==> config.mk <==
export PLATFORM = sky130hd
export DESIGN_NAME = gppm_pipe_flat
export DESIGN_NICKNAME = d
export VERILOG_FILES = /design/src/rtl/gppm_pkg.sv /design/src/rtl/gppm_pipe_if.sv /design/src/rtl/gppm_alu.sv /design/src/rtl/gppm_pipe.sv /design/src/flat_wrapper.sv
export SDC_FILE = /design/constraint.sdc
export NUM_CORES = 2
export LEC_CHECK = 0
export CAP_MARGIN = 5
export CELL_PAD_IN_SITES_DETAIL_PLACEMENT = 2
export CELL_PAD_IN_SITES_GLOBAL_PLACEMENT = 2
export CORE_ASPECT_RATIO = 1.1
export CORE_MARGIN = 10
export CORE_UTILIZATION = 35
export CTS_CLUSTER_DIAMETER = 200
export DETAILED_ROUTE_END_ITERATION = 8
export PLACE_DENSITY_LB_ADDON = 0.05
export SLEW_MARGIN = 30
export SYNTH_ARGS = -nofsm -noshare
export SYNTH_HDL_FRONTEND = slang
export SYNTH_HIERARCHICAL = 1
export SYNTH_SLANG_ARGS = --single-unit
export TNS_END_PERCENT = 30
==> constraint.sdc <==
create_clock -name clk -period 12.42 [get_ports clk]
set_clock_uncertainty 0.2 [all_clocks]
set_input_delay 1.863 -clock clk [delete_from_list [all_inputs] [get_ports clk]]
set_output_delay 1.863 -clock clk [all_outputs]
set_load 0.05 [all_outputs]
==> src/rtl/gppm_pkg.sv <==
// gppm_pkg: shared ALU op encoding and widths for the gppm pipeline
package gppm_pkg;
  localparam int FUNC_W = 4;
  typedef enum logic [FUNC_W-1:0] {
    ALU_ADD   = 4'd0,
    ALU_SUB   = 4'd1,
    ALU_AND   = 4'd2,
    ALU_OR    = 4'd3,
    ALU_XOR   = 4'd4,
    ALU_SLL   = 4'd5,
    ALU_SRL   = 4'd6,
    ALU_SRA   = 4'd7,
    ALU_SLT   = 4'd8,
    ALU_SLTU  = 4'd9,
    ALU_PASSB = 4'd10
  } alu_func_e;
endpackage

==> src/rtl/gppm_pipe_if.sv <==
// gppm_pipe_if: command and result handshake bundle of gppm_pipe
interface gppm_pipe_if #(
  parameter int DATA_W = 32,
  parameter int ADDR_W = 4
);
  import gppm_pkg::*;
  logic              cmd_valid;
  logic              cmd_ready;
  logic [ADDR_W-1:0] raddr1;
  logic [ADDR_W-1:0] raddr2;
  logic              wen;
  logic [ADDR_W-1:0] waddr;
  logic              wdsrc;
  logic [FUNC_W-1:0] func;
  logic [DATA_W-1:0] constant;
  logic              alusrc;
  logic [DATA_W-1:0] aluconst;
  logic              res_valid;
  logic              res_ready;
  logic [DATA_W-1:0] res_data;
  logic [DATA_W-1:0] res_rdata1;
  logic              res_zero;
  modport master (
    output cmd_valid, raddr1, raddr2, wen, waddr, wdsrc, func, constant, alusrc, aluconst, res_ready,
    input  cmd_ready, res_valid, res_data, res_rdata1, res_zero
  );
  modport slave (
    input  cmd_valid, raddr1, raddr2, wen, waddr, wdsrc, func, constant, alusrc, aluconst, res_ready,
    output cmd_ready, res_valid, res_data, res_rdata1, res_zero
  );
endinterface

==> src/rtl/gppm_alu.sv <==
// gppm_alu: combinational ALU; unused op codes yield zero
module gppm_alu
  import gppm_pkg::*;
#(
  parameter int DATA_W = 32
) (
  input  logic [DATA_W-1:0] a,
  input  logic [DATA_W-1:0] b,
  input  logic [FUNC_W-1:0] func,
  output logic [DATA_W-1:0] res,
  output logic              is_zero
);
  localparam int SH_W = $clog2(DATA_W);
  logic [SH_W-1:0] shamt;
  // op select; shifts use only the low log2(DATA_W) bits of b
  always_comb begin
    shamt = b[SH_W-1:0];
    res   = '0;
    case (func)
      ALU_ADD:   res = a + b;
      ALU_SUB:   res = a - b;
      ALU_AND:   res = a & b;
      ALU_OR:    res = a | b;
      ALU_XOR:   res = a ^ b;
      ALU_SLL:   res = a << shamt;
      ALU_SRL:   res = a >> shamt;
      ALU_SRA:   res = $unsigned($signed(a) >>> shamt);
      ALU_SLT:   res = {{(DATA_W-1){1'b0}}, $signed(a) < $signed(b)};
      ALU_SLTU:  res = {{(DATA_W-1){1'b0}}, a < b};
      ALU_PASSB: res = b;
      default:   res = '0;
    endcase
    is_zero = res == '0;
  end
endmodule

==> src/rtl/gppm_pipe.sv <==
// gppm_pipe: two-stage regfile+ALU pipeline; GPPM_BYPASS_EN selects S1 forwarding instead of hazard stalls
module gppm_pipe
  import gppm_pkg::*;
#(
  parameter int DATA_W = 32,
  parameter int NREGS  = 16
) (
  input logic      clk,
  input logic      rst_n,
  gppm_pipe_if.slave bus
);
  localparam int ADDR_W = $clog2(NREGS);
  logic [DATA_W-1:0] rf [NREGS];
  logic              s1_valid, s1_wen, s1_wdsrc;
  logic [ADDR_W-1:0] s1_waddr;
  logic [FUNC_W-1:0] s1_func;
  logic [DATA_W-1:0] s1_a, s1_b, s1_const;
  logic              s2_valid, s2_zero;
  logic [DATA_W-1:0] s2_data, s2_rdata1;
  logic [DATA_W-1:0] alu_res, s1_wdata, op_a, op_b;
  logic              alu_zero, s1_adv, hz1, hz2, ready, accept;
  gppm_alu #(.DATA_W(DATA_W)) u_alu (
    .a(s1_a), .b(s1_b), .func(s1_func), .res(alu_res), .is_zero(alu_zero)
  );
  // operand fetch, hazard detection and handshake control
  always_comb begin
    s1_wdata = s1_wdsrc ? alu_res : s1_const;
    s1_adv   = s1_valid && (!s2_valid || bus.res_ready);
    hz1      = s1_valid && s1_wen && s1_waddr == bus.raddr1;
    hz2      = s1_valid && s1_wen && !bus.alusrc && s1_waddr == bus.raddr2;
`ifdef GPPM_BYPASS_EN
    op_a     = hz1 ? s1_wdata : rf[bus.raddr1];
    op_b     = bus.alusrc ? bus.aluconst : hz2 ? s1_wdata : rf[bus.raddr2];
    ready    = !s1_valid || s1_adv;
`else
    op_a     = rf[bus.raddr1];
    op_b     = bus.alusrc ? bus.aluconst : rf[bus.raddr2];
    ready    = (!s1_valid || s1_adv) && !hz1 && !hz2;
`endif
    accept   = bus.cmd_valid && ready;
  end
  assign bus.cmd_ready  = ready;
  assign bus.res_valid  = s2_valid;
  assign bus.res_data   = s2_data;
  assign bus.res_rdata1 = s2_rdata1;
  assign bus.res_zero   = s2_zero;
  // S1: capture operands and write-back control on accept
  always_ff @(posedge clk or negedge rst_n) begin
    if (!rst_n) begin
      s1_valid <= 1'b0;
      s1_wen   <= 1'b0;
      s1_wdsrc <= 1'b0;
      s1_waddr <= '0;
      s1_func  <= '0;
      s1_a     <= '0;
      s1_b     <= '0;
      s1_const <= '0;
    end else if (accept) begin
      s1_valid <= 1'b1;
      s1_wen   <= bus.wen;
      s1_wdsrc <= bus.wdsrc;
      s1_waddr <= bus.waddr;
      s1_func  <= bus.func;
      s1_a     <= op_a;
      s1_b     <= op_b;
      s1_const <= bus.constant;
    end else if (s1_adv) begin
      s1_valid <= 1'b0;
    end
  end
  // S2: result register, held while the consumer stalls
  always_ff @(posedge clk or negedge rst_n) begin
    if (!rst_n) begin
      s2_valid  <= 1'b0;
      s2_data   <= '0;
      s2_rdata1 <= '0;
      s2_zero   <= 1'b0;
    end else if (s1_adv) begin
      s2_valid  <= 1'b1;
      s2_data   <= alu_res;
      s2_rdata1 <= s1_a;
      s2_zero   <= alu_zero;
    end else if (bus.res_ready) begin
      s2_valid  <= 1'b0;
    end
  end
  // register file: written once, on the S1->S2 transfer
  always_ff @(posedge clk or negedge rst_n) begin
    if (!rst_n) begin
      for (int i = 0; i < NREGS; i++) rf[i] <= '0;
    end else if (s1_adv && s1_wen) begin
      rf[s1_waddr] <= s1_wdata;
    end
  end
endmodule

==> src/flat_wrapper.sv <==
// flat-port wrapper written by rule: the top's interface ports become plain ports
module gppm_pipe_flat import gppm_pkg::*;
#(
  parameter int DATA_W = 32,
  parameter int NREGS  = 16
)
  (clk, rst_n, bus_cmd_valid, bus_raddr1, bus_raddr2, bus_wen, bus_waddr, bus_wdsrc, bus_func, bus_constant, bus_alusrc, bus_aluconst, bus_res_ready, bus_cmd_ready, bus_res_valid, bus_res_data, bus_res_rdata1, bus_res_zero);
  gppm_pipe_if #(.DATA_W(DATA_W), .ADDR_W(4)) bus_i ();
  input logic clk;
  input logic rst_n;
  input wire logic [$bits(bus_i.cmd_valid)-1:0] bus_cmd_valid;
  input wire logic [$bits(bus_i.raddr1)-1:0] bus_raddr1;
  input wire logic [$bits(bus_i.raddr2)-1:0] bus_raddr2;
  input wire logic [$bits(bus_i.wen)-1:0] bus_wen;
  input wire logic [$bits(bus_i.waddr)-1:0] bus_waddr;
  input wire logic [$bits(bus_i.wdsrc)-1:0] bus_wdsrc;
  input wire logic [$bits(bus_i.func)-1:0] bus_func;
  input wire logic [$bits(bus_i.constant)-1:0] bus_constant;
  input wire logic [$bits(bus_i.alusrc)-1:0] bus_alusrc;
  input wire logic [$bits(bus_i.aluconst)-1:0] bus_aluconst;
  input wire logic [$bits(bus_i.res_ready)-1:0] bus_res_ready;
  output wire logic [$bits(bus_i.cmd_ready)-1:0] bus_cmd_ready;
  output wire logic [$bits(bus_i.res_valid)-1:0] bus_res_valid;
  output wire logic [$bits(bus_i.res_data)-1:0] bus_res_data;
  output wire logic [$bits(bus_i.res_rdata1)-1:0] bus_res_rdata1;
  output wire logic [$bits(bus_i.res_zero)-1:0] bus_res_zero;
  assign bus_i.cmd_valid = bus_cmd_valid;
  assign bus_i.raddr1 = bus_raddr1;
  assign bus_i.raddr2 = bus_raddr2;
  assign bus_i.wen = bus_wen;
  assign bus_i.waddr = bus_waddr;
  assign bus_i.wdsrc = bus_wdsrc;
  assign bus_i.func = bus_func;
  assign bus_i.constant = bus_constant;
  assign bus_i.alusrc = bus_alusrc;
  assign bus_i.aluconst = bus_aluconst;
  assign bus_i.res_ready = bus_res_ready;
  assign bus_cmd_ready = bus_i.cmd_ready;
  assign bus_res_valid = bus_i.res_valid;
  assign bus_res_data = bus_i.res_data;
  assign bus_res_rdata1 = bus_i.res_rdata1;
  assign bus_res_zero = bus_i.res_zero;
  gppm_pipe #(.DATA_W(DATA_W), .NREGS(NREGS)) u_core (.clk(clk), .rst_n(rst_n), .bus(bus_i));
endmodule
== Yosys cells after proc, flatten, opt, wreduce, memory -nomap -nowiden ==
Cells that the tools add are included.

* $add $sub $neg: 2
* $lt $le $gt $ge: 6
* Equal/unequal tests: 12
* Shift-type cells: 3
* Multiplexer cells: 16
* Bitwise operators: 6
* Reductions and logical operators: 21

{| class="wikitable"
|+ Operators with widths
! operator !! count
|-
| 512-bit bitwise mux || 1
|-
| 32-bit one-hot mux with 11 select lines || 1
|-
| 32-bit binary-select mux with 4-bit select || 2
|-
| 32-bit two-way mux || 7
|-
| 32-bit demux with 4-bit select || 1
|-
| 32-bit less-than comparator || 2
|-
| 32-bit adder || 1
|-
| 32-bit AND || 1
|-
| 32-bit logical NOT || 1
|-
| 32-bit bitwise OR || 1
|-
| 32-bit by 5-bit << shifter with 32-bit output || 1
|-
| 32-bit by 5-bit right shift with 32-bit output || 1
|-
| 32-bit by 5-bit >>> shifter with 32-bit output || 1
|-
| 32-bit subtractor || 1
|-
| 32-bit XOR || 1
|-
| 4-bit by 3-bit equality test with 1-bit output, second input constant || 4
|-
| 5-bit >= comparator, second input constant || 3
|-
| 4-bit NOT with 5-bit output || 3
|-
| 4-bit equality test, second input constant || 3
|-
| 1-bit logical AND || 10
|-
| 4-bit by 2-bit equality test with 1-bit output, second input constant || 2
|-
| 4-bit equality test || 2
|-
| 1-bit logical NOT || 5
|-
| 5-bit by 1-bit less-than comparator with 1-bit output, second input constant || 1
|-
| 5 further kinds || 10
|}

* Flip-flop bits (word level): 685
* Input port bits: 87
* Output and inout port bits: 67

== Longest topological paths before layout ==
* Depth in word-level cells: 8
* Depth in mapped cells: 18
* Depth with buffers taken out: 15

== Hierarchy ==
Netlist, hierarchy kept.

{| class="wikitable"
|+ By module, submodules not included
! module !! times used !! cells each !! area an instance (µm²)
|-
| gppm_pipe || 1 || 2,970 || 33,061.7
|-
| gppm_alu || 1 || 1,393 || 9,635.5
|}

== Worst setup path after synthesis ==
No wires, ideal clock.

* Path kind: register -> register
* From: register u_core.s1_b[1]
* To: register u_core/rf[379] (netlist bit)
* Library setup time: 0.135 ns
* Arrival: 4.689 ns
* Data required time: 12.085 ns
* Setup slack: 7.395 ns
* Stages on the path, launching flop included: 19
* Path buffers: 4
* Clock period less this slack: 5.025 ns
* Cell sequence: dfrtp_1 buf_2 clkinv_1 buf_2 buf_1 ha_1 o21ba_2 nor4_1 o21a_1 o21ai_1 o2111ai_1 a21boi_1 o31ai_1 xnor2_1 a2111oi_0 inv_1 mux2i_1 clkbuf_1 o21ai_0

* Longest elaborated chain between the ends: 4

{| class="wikitable"
|+ RTL lines
! element !! RTL line !! text
|-
| start, declared || gppm_pipe.sv:17 || <nowiki>logic [DATA_W-1:0] s1_a, s1_b, s1_const;</nowiki>
|-
| start signal, assigned || gppm_pipe.sv:65 || <nowiki>s1_b <= op_b;</nowiki>
|-
| 32-bit subtractor, or another cell as far along || gppm_alu.sv:21 || <nowiki>ALU_SUB: res = a - b;</nowiki>
|-
| 32-bit one-hot mux with 11 select lines (*) || gppm_alu.sv:19 || <nowiki>case (func)</nowiki>
|-
| net u_core.alu_res[27] || gppm_pipe.sv:20 || <nowiki>logic [DATA_W-1:0] alu_res, s1_wdata, op_a, op_b;</nowiki>
|-
| 32-bit two-way mux (*) || gppm_pipe.sv:27 || <nowiki>s1_wdata = s1_wdsrc ? alu_res : s1_const;</nowiki>
|-
| 512-bit bitwise mux (*) || gppm_pipe.sv:92 || <nowiki>rf[s1_waddr] <= s1_wdata;</nowiki>
|-
| end signal, assigned by index || gppm_pipe.sv:92 ||
|-
| end, declared || gppm_pipe.sv:13 || <nowiki>logic [DATA_W-1:0] rf [NREGS];</nowiki>
|}

Mark *: on every way through the listed nets, which the timed path passes. The rest lies on a longest branch.
A chain may end at the register's enable or synchronous reset.

== Final worst setup path ==
* From: input bus_raddr1[2]
* To: output bus_cmd_ready

* Longest elaborated chain between the ends: 5

{| class="wikitable"
|+ RTL lines
! element !! RTL line !! text
|-
| start, declared || flat_wrapper.sv:12 || <nowiki>input wire logic [$bits(bus_i.raddr1)-1:0] bus_raddr1;</nowiki>
|-
| 4-bit equality test || gppm_pipe.sv:29 || <nowiki>hz1 = s1_valid && s1_wen && s1_waddr == bus.raddr1;</nowiki>
|-
| 1-bit logical AND || gppm_pipe.sv:29 ||
|-
| 1-bit logical NOT || gppm_pipe.sv:38 || <nowiki>ready = (!s1_valid || s1_adv) && !hz1 && !hz2;</nowiki>
|-
| 1-bit logical AND (2 in series) || gppm_pipe.sv:38 ||
|-
| end, declared || flat_wrapper.sv:22 || <nowiki>output wire logic [$bits(bus_i.cmd_ready)-1:0] bus_cmd_ready;</nowiki>
|}

Every way passes these cells.

==> run metrics <==
antenna viol nets, final=0; Post-DP Area=46100 um^2; initial cell density of the core=35.2%; Boundary Pins=154; final net count=4545; Reg clk slew, reported paths=0.06 ns; routed wl met2=96700 um; dpl ws=5.56 ns; IR drop worst, VDD=0.103 mV; Syn Std Cell Area=42700 um^2; H-Tree Depth=3; final period utilization=55.7%; number of flops mapped to enable cells by yosys=0; syn_nets=4553; total CTS buffers=84; critical-path cell list=clkdlybuf4s50_1, xor2_1, o41ai_2, buf_4, a41oi_1, buf_4, or2_2, clkdlybuf4s50_1; # Post-CTS Setup Buffers=0; Layout area overhead=14.6%; site row count=134; vias in the first global route=39500; via count=37500; leakage dissipation=21.0 nW; Top FF cell, synth=dfrtp_1; Finished Cell Area=49000 um^2; clk sinks=685; initial antenna violation count=8; IO buf count=153; die area=136000 um^2; Slew headroom=27.2%; top sig layer=met5; distinct cell type count of the synthesized netlist=97; Req. time, crit path=10.36 ns; Hold Crit Depth=1; Congestion Overflow GR=0; CTS Buffer Depth=3; Critical Path Slowest Stage Cell=clkdlybuf4s50_1; Overall Global Routing Usage=29.1%; Met1 Wirelength=88400 um; max cap viols=0; pwr dens=258 nW/um^2; Final Critical Period=6.92 ns; RSZ-0062 raised after global routing=no; RR Startpoint=u_core/s1_b[0]$_DFFE_PN0P_; Clk Latency, worst-skew pair=0.70 ns; Met3 Wirelength=9180 um; Final Hold Fails=0; R2R depth=13; Hold Startpoint=u_core/bus.res_rdata1[17]$_DFFE_PN0P_; worst slew pin tran=1.08 ns; crit path capture type=primary output; asr flop ratio synth=100%; vias per cell=6.20; setup total negative slack=0 ns; status=completed; R2R Path End=u_core/bus.res_zero$_DFFE_PN0P_; max-slew violations=0; Mapped Avg Cell Area=9.79 um^2; Fmax achieved=0.145 GHz; worst hold path class=reg -> reg; # hold bufs at CTS=0; Mapped Cells=4363; die width=353 um; hold path endpoint=u_core/bus.res_rdata1[17]$_DFFE_PN0P_; Crit Path Category=in -> out; crit-path max cell delay=0.71 ns; hpwl dp=134000 um; worst-path maximum fanout=5; CTS root buf=clkbuf_16; largest net degree at the start of global routing=138; fin worst setup slack=5.50 ns; fillers=12900; RePlAce Congestion=0.983; PostCTS Resize Cnt=0; wire per inst=33.6 um; residual DRC count=0; Startpoint Class=input port; Register-to-Register Setup Slack=6.31 ns; final setup violation count=0; first-pass GRT wire length=294000 um; register bit total from synthesis=685; Final Core Density=40.4%; CTS tree=done; Worst EP arrival=4.85 ns; DR iter-0 viols=2955; post-synthesis sequential area ratio=40.1%; Yosys Warn Count=6; Pwr Total=12.6 mW; Die Height=386 um; Routed WL=203000 um; core area=121000 um^2; layout cells sized above 1=15.1%; Detailed Routing Iterations Pass 1=5
==> layer usage <==
metal	vias to the layer above	global-route usage, %
met5	-	0
met4	2	12.2
met3	355	3.18
met2	1135	48.4
met1	20100	38.5
li1	16000	-
==> registers in the layout, indices dropped and copies added (netlist names) <==
name,flops
u_core/rf,512
u_core/bus.res_data,32
u_core/s1_const,32
u_core/s1_func,4
u_core/s1_wen,1
u_core/s1_valid,1
u_core/s1_a,32
u_core/bus.res_valid,1
u_core/s1_waddr,4
u_core/s1_wdsrc,1
u_core/bus.res_rdata1,32
u_core/bus.res_zero,1
u_core/s1_b,32
==> area by class of cell <==
type	instances	area [um^2]	area share, %
diodes	4	10.0	0.0204
clock buffers	128	2490	5.09
clock inverters	19	272	0.555
inverters	100	375	0.767
multi-input cells	3199	23900	48.9
flip-flops and latches	685	17200	35.0
well taps	1632	2040	4.17
repair buffers	285	2680	5.46
==> cell families (layout without fill, tap and decap cells) <==
| logic type | after synthesis | count (layout) | synth area share (%) |
|---|---|---|---|
| DFF | 685 | 685 | 40.1 |
| other | 0 | 4 | 0 |
| muxes | 701 | 701 | 22.0 |
| AOI/OAI and AO/OA | 1263 | 1263 | 18.3 |
| xor gates and xnor gates | 28 | 28 | 0.574 |
| and+or+nand+nor | 1104 | 1104 | 11.3 |
| adders and majority gates | 103 | 103 | 3.05 |
| buffers and inverters | 479 | 532 | 4.59 |
==> Yosys cell counts (10+ instances only) <==
master	count	area, um^2
dfrtp_1	685	17100
nand2_1	500	1880
o21ai_0	399	2000
a21oi_1	352	1760
mux2i_1	340	3400
nor2_1	320	1200
clkbuf_1	257	965
a22oi_1	222	1670
mux4_2	171	3850
mux2_2	161	1810
ha_1	101	1260
inv_1	97	364
nor3_1	65	325
buf_2	61	305
nor2b_1	54	338
buf_1	45	169
nand3_1	42	210
a211oi_1	35	263
o211ai_1	30	225
mux2_1	29	327
a21o_1	28	210
xnor2_1	20	175
a31oi_1	18	113
nand4_1	17	106
a211o_1	15	131
o31ai_1	15	113
nor4_1	14	87.6
o2111ai_1	13	114
nand2b_1	12	75.1
or3_1	12	75.1
and3_1	10	62.6
o21bai_1	10	75.1
o221ai_1	10	87.6
==> worst max-delay path by stage <==
stage / to / from / slack (ns) / depth (start not counted)
floorplan: u_core/rf[379]$_DFFE_PN0P_ / u_core/s1_b[1]$_DFFE_PN0P_ / 7.40 / 18
detailed placement: bus_cmd_ready / bus_raddr1[2] / 5.56 / 8
global route: bus_cmd_ready / bus_raddr1[2] / 5.46 / 8
global placement: bus_cmd_ready / bus_raddr1[2] / 5.57 / 8
CTS: bus_cmd_ready / bus_raddr1[2] / 5.55 / 8
finish: bus_cmd_ready / bus_raddr1[2] / 5.50 / 8
==> placed cells by master (no fill, tap or decap), types with 11 or more instances in the layout <==
| master | instances |
|---|---|
| a211o_1 | 15 |
| a211oi_1 | 35 |
| a21o_1 | 28 |
| a21oi_1 | 352 |
| a22oi_1 | 222 |
| a31oi_1 | 18 |
| buf_4 | 117 |
| clkbuf_1 | 25 |
| clkbuf_16 | 87 |
| clkbuf_8 | 16 |
| clkdlybuf4s50_1 | 148 |
| dfrtp_1 | 678 |
| ha_1 | 101 |
| inv_1 | 97 |
| mux2_1 | 29 |
| mux2_2 | 161 |
| mux2i_1 | 329 |
| mux4_2 | 171 |
| nand2_1 | 499 |
| nand2b_1 | 11 |
| nand3_1 | 39 |
| nand4_1 | 17 |
| nor2_1 | 318 |
| nor2b_1 | 49 |
| nor3_1 | 62 |
| nor4_1 | 14 |
| o2111ai_1 | 13 |
| o211ai_1 | 30 |
| o21ai_0 | 399 |
| o31ai_1 | 15 |
| or3_1 | 12 |
| xnor2_1 | 20 |
==> through the flow <==
step,cells,hold slack (ns)
after global placement,5895,0.281
after global routing,6048,0.318
final,6052,0.301
after detailed placement,5900,0.293
after floorplan,4363,0.266
after CTS,6047,0.306
==> report_power, final <==
group / switching (mW) / internal [mW]
Combinational: 3.80 / 2.19
Sequential: 0.923 / 3.18
Clock: 1.05 / 1.48
Total: 5.77 / 6.86
==> worst max-delay path: cells and delay by family <==
| kind | cells | cell delay (ns) |
|---|---|---|
| AO/OA/AOI/OAI | 2 | 0.61 |
| AND/OR/NAND/NOR | 1 | 0.31 |
| XOR/XNOR | 1 | 0.23 |
| buffers and inverters | 4 | 1.85 |
No activity file was read; power rests on OpenSTA's default activity.
